$ cat src/rtl/cmn_pwm_ctrl.sv
// Sequencing/supervision front-end for cmn_pwm: double-buffered duty parameters
// applied on PWM period boundaries, plus arm/run/fault-retry/lockout enable control.
//
// state   | meaning
// IDLE    | enables off, waiting for a host enable request
// ARMING  | waiting for a PWM period start, sync timeout running
// RUN     | enables follow the host requests
// FAULT   | over-current back-off, counting pulse_200us before retry
// LOCKOUT | retries exhausted or sync lost, waits for clr_fault
module cmn_pwm_ctrl #(
  parameter int PWM_WIDTH           = 10,
  parameter int DUTY_MAX            = 1000,
  parameter int FAULT_RETRY_PULSES  = 5,
  parameter int MAX_RETRIES         = 3,
  parameter int SYNC_TIMEOUT_PULSES = 4
) (
  input  logic                 clk,
  input  logic                 reset,
  input  logic                 pulse_200us,
  input  logic                 start_pwm_period,
  input  logic                 cfg_wr,
  input  logic [1:0]           cfg_sel,
  input  logic [PWM_WIDTH-1:0] cfg_data,
  input  logic                 cfg_commit,
  output logic                 cfg_pending,
  input  logic                 host_mot_en,
  input  logic                 host_brk_en,
  input  logic                 mot_over_curr,
  input  logic                 brk_over_curr,
  input  logic                 clr_fault,
  output logic [PWM_WIDTH-1:0] mot_pwm_param01,
  output logic [PWM_WIDTH-1:0] mot_pwm_param23,
  output logic [PWM_WIDTH-1:0] mot_pwm_param45,
  output logic [PWM_WIDTH-1:0] brk_pwm_param,
  output logic                 mot_en_out,
  output logic                 brk_en_out,
  output logic [2:0]           ctrl_state,
  output logic [2:0]           fault_flags
);

  localparam int FW = $clog2(FAULT_RETRY_PULSES + 1);
  localparam int SW = $clog2(SYNC_TIMEOUT_PULSES + 1);
  localparam int RW = $clog2(MAX_RETRIES + 2);
  localparam logic [PWM_WIDTH-1:0] DUTY_LIM = PWM_WIDTH'(DUTY_MAX);

  typedef enum logic [2:0] {
    ST_IDLE    = 3'd0,
    ST_ARMING  = 3'd1,
    ST_RUN     = 3'd2,
    ST_FAULT   = 3'd3,
    ST_LOCKOUT = 3'd4
  } state_t;

  state_t               state;
  logic [PWM_WIDTH-1:0] stg [4];
  logic                 pend_defer;
  logic                 pend_imm;
  logic [FW-1:0]        fault_cnt;
  logic [SW-1:0]        sync_cnt;
  logic [RW-1:0]        retry_cnt;

  logic [PWM_WIDTH-1:0] wr_val;
  logic                 sync_state;
  logic                 any_oc;
  logic                 host_en;

  assign wr_val      = (cfg_data > DUTY_LIM) ? DUTY_LIM : cfg_data;
  assign sync_state  = (state == ST_ARMING) || (state == ST_RUN);
  assign any_oc      = mot_over_curr | brk_over_curr;
  assign host_en     = host_mot_en | host_brk_en;
  assign cfg_pending = pend_defer | pend_imm;
  assign ctrl_state  = state;

  always_ff @(posedge clk) begin
    if (!reset) begin
      state           <= ST_IDLE;
      for (int i = 0; i < 4; i++) stg[i] <= '0;
      pend_defer      <= 1'b0;
      pend_imm        <= 1'b0;
      fault_cnt       <= '0;
      sync_cnt        <= '0;
      retry_cnt       <= '0;
      mot_pwm_param01 <= '0;
      mot_pwm_param23 <= '0;
      mot_pwm_param45 <= '0;
      brk_pwm_param   <= '0;
      mot_en_out      <= 1'b0;
      brk_en_out      <= 1'b0;
      fault_flags     <= '0;
    end else begin
      if (cfg_wr) stg[cfg_sel] <= wr_val;

      // A deferred commit that outlives ARMING/RUN is applied at once instead of lost.
      pend_imm <= 1'b0;
      if (pend_defer) begin
        if (start_pwm_period || !sync_state) begin
          mot_pwm_param01 <= stg[0];
          mot_pwm_param23 <= stg[1];
          mot_pwm_param45 <= stg[2];
          brk_pwm_param   <= stg[3];
          pend_defer      <= 1'b0;
        end
      end else if (cfg_commit && !pend_imm) begin
        if (sync_state) begin
          pend_defer <= 1'b1;
        end else begin
          mot_pwm_param01 <= stg[0];
          mot_pwm_param23 <= stg[1];
          mot_pwm_param45 <= stg[2];
          brk_pwm_param   <= stg[3];
          pend_imm        <= 1'b1;
        end
      end

      mot_en_out <= 1'b0;
      brk_en_out <= 1'b0;
      case (state)
        ST_IDLE: begin
          if (host_en) begin
            state    <= ST_ARMING;
            sync_cnt <= '0;
          end
        end
        ST_ARMING: begin
          if (start_pwm_period) begin
            state <= ST_RUN;
          end else if (pulse_200us) begin
            if (int'(sync_cnt) >= SYNC_TIMEOUT_PULSES - 1) begin
              state          <= ST_LOCKOUT;
              fault_flags[2] <= 1'b1;
            end else begin
              sync_cnt <= sync_cnt + SW'(1);
            end
          end else if (!host_en) begin
            state <= ST_IDLE;
          end
        end
        ST_RUN: begin
          if (any_oc) begin
            state          <= ST_FAULT;
            fault_cnt      <= '0;
            fault_flags[0] <= fault_flags[0] | mot_over_curr;
            fault_flags[1] <= fault_flags[1] | brk_over_curr;
            if (int'(retry_cnt) <= MAX_RETRIES) retry_cnt <= retry_cnt + RW'(1);
          end else if (!host_en) begin
            state       <= ST_IDLE;
            retry_cnt   <= '0;
            fault_flags <= '0;
          end else begin
            mot_en_out <= host_mot_en;
            brk_en_out <= host_brk_en;
          end
        end
        ST_FAULT: begin
          fault_flags[0] <= fault_flags[0] | mot_over_curr;
          fault_flags[1] <= fault_flags[1] | brk_over_curr;
          if (pulse_200us) begin
            if (int'(fault_cnt) >= FAULT_RETRY_PULSES - 1) begin
              // retry_cnt counts faults, so MAX_RETRIES retries means retry while <= MAX_RETRIES
              if (int'(retry_cnt) <= MAX_RETRIES) begin
                state    <= ST_ARMING;
                sync_cnt <= '0;
              end else begin
                state <= ST_LOCKOUT;
              end
            end else begin
              fault_cnt <= fault_cnt + FW'(1);
            end
          end
        end
        ST_LOCKOUT: begin
          if (clr_fault && !host_en) begin
            state       <= ST_IDLE;
            retry_cnt   <= '0;
            fault_flags <= '0;
          end
        end
        default: state <= ST_IDLE;
      endcase
    end
  end

endmodule

$ cat config.mk
export PLATFORM = sky130hd
export DESIGN_NAME = cmn_pwm_ctrl
export DESIGN_NICKNAME = d
export VERILOG_FILES = /design/src/rtl/cmn_pwm_ctrl.sv
export SDC_FILE = /design/constraint.sdc
export NUM_CORES = 1
export LEC_CHECK = 0
export CAP_MARGIN = 20
export CORE_MARGIN = 2
export CORE_UTILIZATION = 45
export CTS_CLUSTER_DIAMETER = 120
export DETAILED_ROUTE_END_ITERATION = 8
export PLACE_DENSITY = 0.7
export SLEW_MARGIN = 20
export SYNTH_ARGS = -nofsm -noshare
export SYNTH_HDL_FRONTEND = slang
export SYNTH_SLANG_ARGS = --single-unit
$ cat constraint.sdc
create_clock -name clk -period 2.6 [get_ports clk]
set_input_delay 0.52 -clock clk [delete_from_list [all_inputs] [get_ports clk]]
set_output_delay 0.52 -clock clk [all_outputs]
set_load 0.02 [all_outputs]
==> impl_metrics.env, run 1 <==
export IMPL_status="finished, final reports clean"
export IMPL_grt_max_degree=81
export IMPL_reg2regPathDepth=6
export IMPL_n_antenna_cell=0
export IMPL_drive_above_1_share_pct=6.46
export IMPL_final_common_cell="clkdlybuf4s50_1"
export IMPL_cts_setup_buffers=0
export IMPL_ys_ff_latch=99
export IMPL_syn_num_nets=440
export IMPL_p_total_w=0.00436
export IMPL_postPlaceCellArea_sq_mm=0.00487
export IMPL_io_buffers=71
export IMPL_dr_pass1_iters=6
export IMPL_clkTransAtPathRegs_ns=0.09
export IMPL_pwr_density_cell_mw_per_mm2=859
export IMPL_grt_busiest_layer="met2"
export IMPL_cts_tree="done"
export IMPL_tightest_slew_ns=0.668
export IMPL_avgSynthCellArea_sq_um=9.86
export IMPL_period_needed_ns=2.35
export IMPL_cp_slowest_cell="dfxtp_1"
export IMPL_synth_area_sq_mm=0.00406
export IMPL_slew_viol_final=0
export IMPL_post_dp_hpwl_mm=6.43
export IMPL_ys_seq_area_share_pct=58.6
export IMPL_slowest_delay_ns=0.76
export IMPL_gp_congestion=0.909
export IMPL_h_tree_depth=3
export IMPL_rows=34
export IMPL_crit_buf_inv=1
export IMPL_fp_dieH_microns=99.0
export IMPL_hold_slack_ns=0.467
export IMPL_arrival_ns=1.83
export IMPL_path_cells="clkdlybuf4s50_1"
export IMPL_synth_warnings=0
export IMPL_core_area_sq_mm=0.00872
export IMPL_cp_depth=1
export IMPL_holdPathStages=2
export IMPL_overflow=0
export IMPL_r2r_slack_ns=0.64
export IMPL_synthCells=412
export IMPL_synth_flop_cell="dfxtp_1"
export IMPL_synth_edf_count=40
export IMPL_grt_pass1_wl_mm=14.5
export IMPL_ant_nets=0
export IMPL_initial_core_util_pct=46.6
export IMPL_cts_hold_buf=0
export IMPL_fin_nets=503
export IMPL_numCtsBuffers=9
export IMPL_met2_usage_pct=31.7
export IMPL_fin_area_sq_mm=0.00507
export IMPL_ios=72
export IMPL_leakage_nw=1.87
export IMPL_grt_pass1_vias=3055
export IMPL_wirelength_mm=8.88
export IMPL_clk_path_buf_depth=2
export IMPL_cts_resized_gates=0
export IMPL_nFillCells=760
export IMPL_synth_cell_types=50
export IMPL_critical_path_class="reg -> out"
export IMPL_hold_viol_final=0
export IMPL_grt_use_total_pct=18.4
export IMPL_syn_to_final_growth_pct=24.8
export IMPL_fmax_mhz=426
export IMPL_skew_ns=0.0139
export IMPL_cp_end_kind="output pin"
export IMPL_viasPerCell=5.42
export IMPL_crit_family="flip-flops"
export IMPL_startpoint_type="flip-flop"
export IMPL_vias=3186
export IMPL_clock_latency_ns=0.36
export IMPL_grt_use_met3_pct=2.70
export IMPL_rsz0062_at_grt="false"
export IMPL_die_x_microns=99.0
export IMPL_async_flop_share_pct=0
export IMPL_cts_root_buf="clkbuf_8"
export IMPL_slew_headroom_pct=55.4
export IMPL_grt_util_met1_pct=23.4
export IMPL_drcViolationCount=0
export IMPL_dieArea_sq_mm=0.00980
export IMPL_cts_sinks=99
export IMPL_wl_per_cell_microns=15.1
export IMPL_maxCapViolCount=0
export IMPL_min_path_type="reg -> reg"
export IMPL_drtIter0Drc=138
export IMPL_antenna_found_initial=0
export IMPL_finalCritPeriodShare_pct=90.3
export IMPL_setup_tns_ns=0
export IMPL_cp_required_ns=2.08
export IMPL_worstPathMaxFanout=20
export IMPL_setup_viol=0
export IMPL_final_cell_mix="clkdlybuf4s50_1 (70), nand2_1 (61), dfxtp_1 (59)"
export IMPL_peakVddDrop_mv=0.542
-- state kept, by name (all words and copies together) (netlist names), 3 cells and up --
register and count:
fault_flags 3, brk_pwm_param 10, stg 40, retry_cnt 3, mot_pwm_param45 10, ctrl_state 3
mot_pwm_param01 10, sync_cnt 3, fault_cnt 3, mot_pwm_param23 10
-- cells by family (layout without fill, tap and decap cells) --
family          after synthesis  after routing  synth area share, %
compound gates               72             72                 11.0
xor+xnor                      2              2                0.431
fa+ha+maj                     5              5                 1.54
buf+inv                      32            100                 3.23
flops                        99             99                 58.6
mux                           4              4                0.986
simple gates                198            198                 24.2
-- area by class of cell --
type	count	area [sq um]	area share, %
clock buffers	10	128	2.52
clock inverters	6	71.3	1.41
inverters	6	22.5	0.444
multi-input cells	281	1560	30.8
flip-flops and latches	99	2380	47.0
well taps	108	135	2.67
repair buffers	78	771	15.2
-- worst paths after layout --
path,endpoint,start
max,ctrl_state[1],ctrl_state[1]
min,brk_pwm_param[2],brk_pwm_param[2]
max reg2reg,sync_cnt[2],sync_cnt[0]
min reg2reg,brk_pwm_param[2],brk_pwm_param[2]
-- Yosys cell counts (4+ instances only) --
library cell	count	area share, %
nor2_1	34	3.1
o21ai_1	7	0.86
ha_1	5	1.5
nand2_1	61	5.6
a21oi_1	4	0.49
dfxtp_1	59	29
edfxtp_1	40	30
nor3_1	6	0.74
nor3b_1	4	0.74
nor2b_1	4	0.62
and3_1	15	2.3
nand2b_1	6	0.92
o21ai_0	37	4.6
nand3_1	42	5.2
inv_1	6	0.55
buf_2	9	1.1
and2_1	11	1.7
clkbuf_1	17	1.6
o22ai_1	6	0.92
mux2i_1	4	0.99
-- through the flow --
| stage | setup slack [ns] | cells | utilization (%) |
|---|---|---|---|
| global placement | 0.324 | 572 | 55.9 |
| finish | 0.252 | 588 | 58.1 |
| detailed placement | 0.235 | 572 | 55.9 |
| global route | 0.180 | 588 | 58.1 |
| floorplan | 0.597 | 412 | - |
| CTS | 0.274 | 588 | 58.1 |
-- layer usage --
layer	wire length, microns	vias to the layer above
met5	0	-
met4	161	0
met3	436	12
met2	4370	95
met1	3900	1495
li1	-	1584
-- where the power goes --
group | leakage, nW | switching [W] | internal, W | total [W]
registers | 0.871 | 0.000164 | 0.00186 | 0.00202
logic | 0.900 | 0.000752 | 0.000582 | 0.00133
clock network | 0.0954 | 0.000541 | 0.000456 | 0.000997
total | 1.87 | 0.00146 | 0.00290 | 0.00436
-- worst register-to-register path: stages, from the launching register on --
cell	delay (ns)
dfxtp_1	0.35
ha_1	0.21
ha_1	0.17
a211oi_1	0.33
nand2b_1	0.14
or4b_4	0.55
o22ai_1	0.16
No activity file was read; power rests on OpenSTA's default activity.
==> run 2, diff against run 1 <==
SKIP_LAST_GASP = 1   (was unset)
==> results of run 2 <==
The final DEF is identical to that of run 1; final timing and power are the same.
==> run 3, diff against run 2 <==
CORE_ASPECT_RATIO = 0.5   (was unset)
PLACE_DENSITY = 0.73   (was 0.7)
clock period = 2 ns   (was 2.6 ns; I/O delays follow)
==> run 3 against run 2 <==
Effect of this change: register-to-register slack lost 0.53 ns; clock power is 68% higher; hold slack worse by 0.011 ns; critical endpoint is now ctrl_state[2].
==> impl_metrics.env, run 3 (same netlist as run 1, synthesis figures left out) <==
export IMPL_skew_ns=0.00801
export IMPL_setup_viol=0
export IMPL_multi_input_area_sq_mm=0.00158
export IMPL_reg2reg_to="sync_cnt[2]"
export IMPL_io_buffers=71
export IMPL_rsz0062_at_grt="true"
export IMPL_postPlaceCellArea_sq_mm=0.00512
export IMPL_cp_required_ns=1.60
export IMPL_grt_pass1_vias=2995
export IMPL_viasPerCell=5.11
export IMPL_worst_slack_ns=0.0806
export IMPL_layout_core_utilization_pct=62.2
export IMPL_path_cells="clkdlybuf4s50_1"
export IMPL_fp_dieH_microns=71.2
export IMPL_grt_use_total_pct=18.5
export IMPL_pwr_density_cell_mw_per_mm2=1130
export IMPL_cts_hold_buf=0
export IMPL_hold_viol_final=0
export IMPL_h_tree_depth=3
export IMPL_slowest_delay_ns=0.67
export IMPL_drcViolationCount=0
export IMPL_finalCritPeriodShare_pct=96.0
export IMPL_antenna_found_initial=0
export IMPL_drive_above_1_share_pct=12.4
export IMPL_arrival_ns=1.52
export IMPL_r2r_slack_ns=0.11
export IMPL_maxCapViolCount=0
export IMPL_cts_root_buf="clkbuf_16"
export IMPL_r2r_start="sync_cnt[0]"
export IMPL_largest_reg_flops=40
export IMPL_wirelength_mm=8.72
export IMPL_crit_family="buffers and inverters"
export IMPL_min_to="mot_pwm_param23[8]"
export IMPL_ant_nets=0
export IMPL_clkTransAtPathRegs_ns=0.07
export IMPL_min_path_type="reg -> reg"
export IMPL_gp_congestion=0.828
export IMPL_die_x_microns=138
export IMPL_grt_pass1_wl_mm=14.4
export IMPL_regArea_sq_mm=0.00238
export IMPL_worstPathMaxFanout=9
export IMPL_drtIter0Drc=204
export IMPL_final_cell_mix="clkdlybuf4s50_1 (70), nand2_1 (61), dfxtp_1 (57)"
export IMPL_fin_area_sq_mm=0.00543
export IMPL_cp_end_kind="output pin"
export IMPL_slew_headroom_pct=71.4
export IMPL_clock_latency_ns=0.34
export IMPL_leakage_nw=2.06
export IMPL_overflow=0
export IMPL_grt_max_degree=81
export IMPL_min_from="mot_pwm_param23[8]"
export IMPL_cts_setup_buffers=0
export IMPL_period_needed_ns=1.92
export IMPL_reg2regPathDepth=6
export IMPL_critical_path_class="reg -> out"
export IMPL_pre_cts_ws_ns=-0.00800
export IMPL_setup_tns_ns=0
export IMPL_dr_pass1_iters=4
export IMPL_cts_resized_gates=1
export IMPL_dieArea_sq_mm=0.00985
export IMPL_cts_sinks=99
export IMPL_tightest_slew_ns=0.426
export IMPL_startpoint_type="flip-flop"
export IMPL_final_common_cell="clkdlybuf4s50_1"
export IMPL_crit_buf_inv=1
export IMPL_cp_slowest_cell="clkdlybuf4s50_1"
export IMPL_cts_tree="done"
export IMPL_ios=72
export IMPL_fmax_mhz=521
export IMPL_core_area_sq_mm=0.00874
export IMPL_vias=3191
export IMPL_p_total_w=0.00611
export IMPL_clk_path_buf_depth=2
export IMPL_initial_core_util_pct=46.5
export IMPL_peakVddDrop_mv=0.585
export IMPL_rows=24
export IMPL_wl_per_cell_microns=13.9
export IMPL_nFillCells=714
export IMPL_status="finished, final reports clean"
export IMPL_slew_viol_final=0
export IMPL_numCtsBuffers=9
export IMPL_syn_to_final_growth_pct=33.7
export IMPL_post_dp_hpwl_mm=6.09
export IMPL_holdPathStages=2
export IMPL_n_antenna_cell=0
export IMPL_fin_nets=531
export IMPL_max_flop_register="stg"
## run 3: cell types whose count changed in the layout (fill, tap and decap cells not counted), sizes merged
cell      before  now
buf            8   36
bufinv         1    0
clkbuf        10    9
clkinv         0    4
clkinvlp       2    0
## run 3: power by group
group | total (W) | internal, W | switching, W | leakage (nW)
combinational | 0.00182 | 0.000829 | 0.000988 | 1.05
clock | 0.00167 | 0.000878 | 0.000797 | 0.147
sequential | 0.00262 | 0.00242 | 0.000201 | 0.871
total | 0.00611 | 0.00413 | 0.00199 | 2.06
## run 3: metal layers
layer / global-route usage, % / part of all wire [%] / vias to the layer above
li1: - / - / 1647
met1: 25.2 / 48 / 1462
met2: 29.8 / 46 / 73
met3: 4.54 / 5.1 / 9
met4: 5.67 / 1.2 / 0
met5: 0 / 0 / -
## run 3: worst max path at each step
stage | start | to | slack (ns) | cells after the start
3_5_place_dp | start_pwm_period | sync_cnt[0] | -0.008 | 5
5_1_grt | sync_cnt[0] | ctrl_state[0] | -0.002 | 7
6_report | ctrl_state[2] | ctrl_state[2] | 0.08 | 1
3_3_place_gp | start_pwm_period | sync_cnt[0] | 0.02 | 5
2_1_floorplan | reset | stg[0][0] | 0.12 | 5
4_1_cts | ctrl_state[0] | ctrl_state[0] | 0.01 | 1
## run 3: area by class of cell
cell class	instances	share of cell area (%)
Clock buffer	9	4.15
Clock inverter	7	1.29
Inverter	6	0.415
Multi-Input combinational cell	281	29.0
Sequential cell	99	43.9
Tap cell	117	2.69
Timing Repair Buffer	106	18.5
## run 3: per-stage QoR
| stage | hold WS [ns] | cells |
|---|---|---|
| after global routing | 0.487 | 625 |
| after global placement | 0.445 | 609 |
| after detailed placement | 0.450 | 609 |
| final | 0.456 | 625 |
| after floorplan | 0.448 | 412 |
| after CTS | 0.460 | 625 |
